--- config.mk ---
export PLATFORM = sky130hd
export DESIGN_NAME = gate_chk_settle_cnt
export DESIGN_NICKNAME = d
export VERILOG_FILES = /design/src/rtl/gate_chk_settle_cnt.sv
export SDC_FILE = /design/constraint.sdc
export NUM_CORES = 1
export LEC_CHECK = 0
export ABC_AREA = 1
export BUFFER_PORTS_ARGS = -buffer_cell sky130_fd_sc_hd__buf_2
export CORE_AREA = 8 8 45 47
export DETAILED_ROUTE_END_ITERATION = 10
export DIE_AREA = 0 0 53 55
export PLACE_DENSITY_LB_ADDON = 0.15
export RECOVER_POWER = 50
export SKIP_CTS_REPAIR_TIMING = 1
export SLEW_MARGIN = 10
export SYNTH_ARGS = -nofsm -noshare
export SYNTH_HDL_FRONTEND = slang
export SYNTH_SLANG_ARGS = --single-unit
--- constraint.sdc ---
create_clock -name clk -period 1.6 [get_ports clk]
set_clock_uncertainty 0.05 [all_clocks]
set_input_delay 0.08 -clock clk [delete_from_list [all_inputs] [get_ports clk]]
set_output_delay 0.08 -clock clk [all_outputs]
set_load 0.005 [all_outputs]
--- src/rtl/gate_chk_settle_cnt.sv ---
// Loadable down-counter with a zero flag; holds at zero rather than wrapping.
module gate_chk_settle_cnt #(
    parameter int W = 4
) (
    input  logic         clk,
    input  logic         rst_n,
    input  logic         load,
    input  logic         dec,
    input  logic [W-1:0] load_val,
    output logic         zero
);

    logic [W-1:0] cnt;

    // Load takes priority over decrement.
    always_ff @(posedge clk or negedge rst_n) begin
        if (!rst_n) begin
            cnt <= '0;
        end else if (load) begin
            cnt <= load_val;
        end else if (dec && (cnt != '0)) begin
            cnt <= cnt - W'(1);
        end
    end

    assign zero = (cnt == '0);

endmodule

==> flow_summary.yaml <==
setup_path:
  cpMaxStageDelayCell: "dfrtp_1"
  r2r-start: "cnt[0]$_DFFE_PN0P_"
  startpoint_type: "flop"
  worstReg2RegEnd: "cnt[1]$_DFFE_PN0P_"
  endpoint_kind: "primary output"
  cp_num_cells: 5
  setup.worst_path.start: "cnt[0]$_DFFE_PN0P_"
  crit_top_cell: "inv_1"
  path_cells: "inv_1 -> ha_1 -> nand2_2 -> inv_1 -> buf_2"
  crit_type: "reg -> out"
  reg2reg_depth: 7
  crit_arrival_ps: 1160
  crit_family: "flip-flops"
  crit_fanout: 3
  critPathMaxStageDelay_ps: 380
  r2r_slack_ps: 380
  critPathCapture: "zero"
  worstPathRequired_ps: 1470
  crit_buf_inv: 3
timing:
  hold_violations: 0
  worst_pin_slew_ps: 225.5
  setup_ws_ps: 309.4
  whs_ps: 96.46
  slew_headroom_pct: 84.97
  post-route-period-util_pct: 80.66
  setup_viol: 0
  rsz0062_at_grt: "no"
  slew_violations: 0
  fin_setup_tns_ps: 0
  max_freq_ghz: 0.7749
  fin_crit_ps: 1291
yosys:
  synth_top_family_by_area: "simple AND/OR/NAND/NOR gates"
  syn_area_um2: 295.3
  yosys.area_share.simple_pct: 49.58
  synthCells: 46
  synth_top_area_share_pct: 33.90
  ys_types: 13
  syn_area_per_cell_um2: 6.419
  muxShareOfSynthArea_pct: 0
  ys_seq_area_share_pct: 33.90
  synthAdderAreaFrac_pct: 4.237
  synth_top_cells_by_area: "dfrtp_1 (34%), nand2_1 (27%), inv_1 (6.4%), nand3_1 (5.1%), nand3b_1 (5.1%)"
  yosys_warnings: 0
  ys_seq_elements: 4
  yosysTopAreaCell: "dfrtp_1"
  synthesis.nets: 55
  synth-compound-area-share_pct: 3.390
  synth-xor-area-share_pct: 0
finish:
  synthToLayoutAreaGrowth_pct: 30.93
  layout-drive-gt1-share_pct: 25.86
  reg.largest.list: "cnt (4)"
  finish.net_count: 69
  fillers: 169
  regMostFlops: "cnt"
  diodes: 0
  largest_reg_flops: 4
grt:
  track_usage_pct: 5.702
  grt_pass1_wl_um: 1193
  grt_max_degree: 9
  gr-total-overflow: 0
  grt_pass1_vias: 295
  antenna_found_initial: 0
routing:
  viasPerCell: 4.054
  drt.antenna.violating_nets: 0
  drt-total-wl_um: 653
  drc: 0
  drtPass1Iterations: 1
  vias: 300
  wire_per_inst_um: 8.824
  drt_iter0_markers: 0
pwr:
  comb_power_share_pct: 33.4
  power.density_nw_per_um2: 1013
  seqPwrFrac_pct: 36.0
  leakagePower_nw: 0.2260
  p_sw_share_pct: 33.44
  intPower_mw: 0.2606
  ir_drop_mv: 0.4459
  p_clk_share_pct: 30.6
  power.switching_mw: 0.1309
place:
  gp_congestion: 0.7181
  port_buffers: 8
  post-place-ws_ps: 359.9
  hpwlAfterDp_um: 545.2
cts:
  clockBufferDepth: 2
  cts_max_level: 1
  cts_tree: "yes"
  cts_root_buf: "clkbuf_4"
  cts.sinks: 4
  cts_buffers: 3
  path_clk_slew_ps: 40
  clkLatencyLatePin_ps: 230
job:
  maxCapViolCount: 0
floorplan:
  die_height_um: 55
  core_area_um2: 1384
  die_area_um2: 2915
  boundaryPins: 9
  start_util_pct: 21.34
  placementRows: 14
  dieWidth_um: 53
run_status:
  status: "finished clean"
hold_path:
  min_path_type: "in -> reg"
==> cell usage in the layout, fill, tap and decap left out <==
cell / n
dlygate4sd3_1: 1
buf_2: 7
nand3b_1: 2
nand2_4: 1
nand2_1: 21
clkinv_1: 1
clkbuf_1: 1
o21ai_0: 2
nand2_2: 2
nand3_1: 3
dfrtp_1: 4
ha_1: 1
inv_1: 5
clkbuf_4: 3
nor2_2: 1
nor2_1: 2
inv_2: 1
==> worst register-to-register path: stages, from the launching register on <==
cell and delay, ps:
dfrtp_1 380, inv_1 100, ha_1 210, nand2_2 90
nand2_4 90, nand2_2 70, nand2_1 60, nand2_1 50
==> cells in the mapped netlist <==
cell / instances
nand2_2: 2
inv_2: 1
inv_1: 5
ha_1: 1
nor2_2: 1
nand3b_1: 2
nand3_1: 3
nand2_1: 21
clkinv_1: 1
nor2_1: 2
nand2_4: 1
o21ai_0: 2
dfrtp_1: 4
==> cells by family after synthesis <==
group                    Yosys count
adder cells (fa/ha/maj)            1
buffers and inverters              7
AND/OR/NAND/NOR                   32
flip-flops                         4
AO/OA/AOI/OAI                      2
==> area by class of cell <==
class | count | area (um^2) | share of cell area, %
Inverter | 7 | 26.28 | 6.796
Tap cell | 16 | 20.02 | 5.178
Multi-Input combinational cell | 35 | 168.9 | 43.69
Timing Repair Buffer | 9 | 48.80 | 12.62
Clock buffer | 3 | 22.52 | 5.825
Sequential cell | 4 | 100.1 | 25.89
==> worst min-delay path by stage <==
stage	cells past startpoint	slack, ps	endpoint	startpoint
floorplan	0	-270	cnt[0]$_DFFE_PN0P_	rst_n
global placement	1	-160	cnt[3]$_DFFE_PN0P_	rst_n
detailed placement	1	-160	cnt[3]$_DFFE_PN0P_	rst_n
CTS	1	-410	cnt[3]$_DFFE_PN0P_	rst_n
global route	5	130	cnt[2]$_DFFE_PN0P_	load_val[2]
finish	5	100	cnt[2]$_DFFE_PN0P_	load_val[2]
==> per-layer routing <==
metal  part of all wire, %  track usage [%]
met1                    47            6.135
met2                    45            8.203
met3                   7.2            3.476
met4                     0            3.879
met5                     0                0
==> through the flow <==
stage                     total power, mW  instances  util [%]  instance area (um^2)
final                              0.3915         74     27.94                 386.6
after global placement             0.2780         70     25.68                 355.3
after floorplan                    0.2353         46         -                 295.3
after CTS                          0.4020         73     27.31                 377.9
after detailed placement           0.2746         70     25.68                 355.3
after global routing               0.4370         74     27.94                 386.6
==> power by group through the flow <==
| stage | Combinational [mW] | Sequential (mW) | Clock (mW) |
|---|---|---|---|
| 2_1_floorplan | 0.0975 | 0.138 | 0 |
| 3_3_place_gp | 0.134 | 0.144 | 0 |
| 3_5_place_dp | 0.132 | 0.143 | 0 |
| 4_1_cts | 0.132 | 0.142 | 0.128 |
| 5_1_grt | 0.158 | 0.145 | 0.134 |
| 6_report | 0.131 | 0.141 | 0.120 |
No activity file was read; power rests on OpenSTA's default activity.
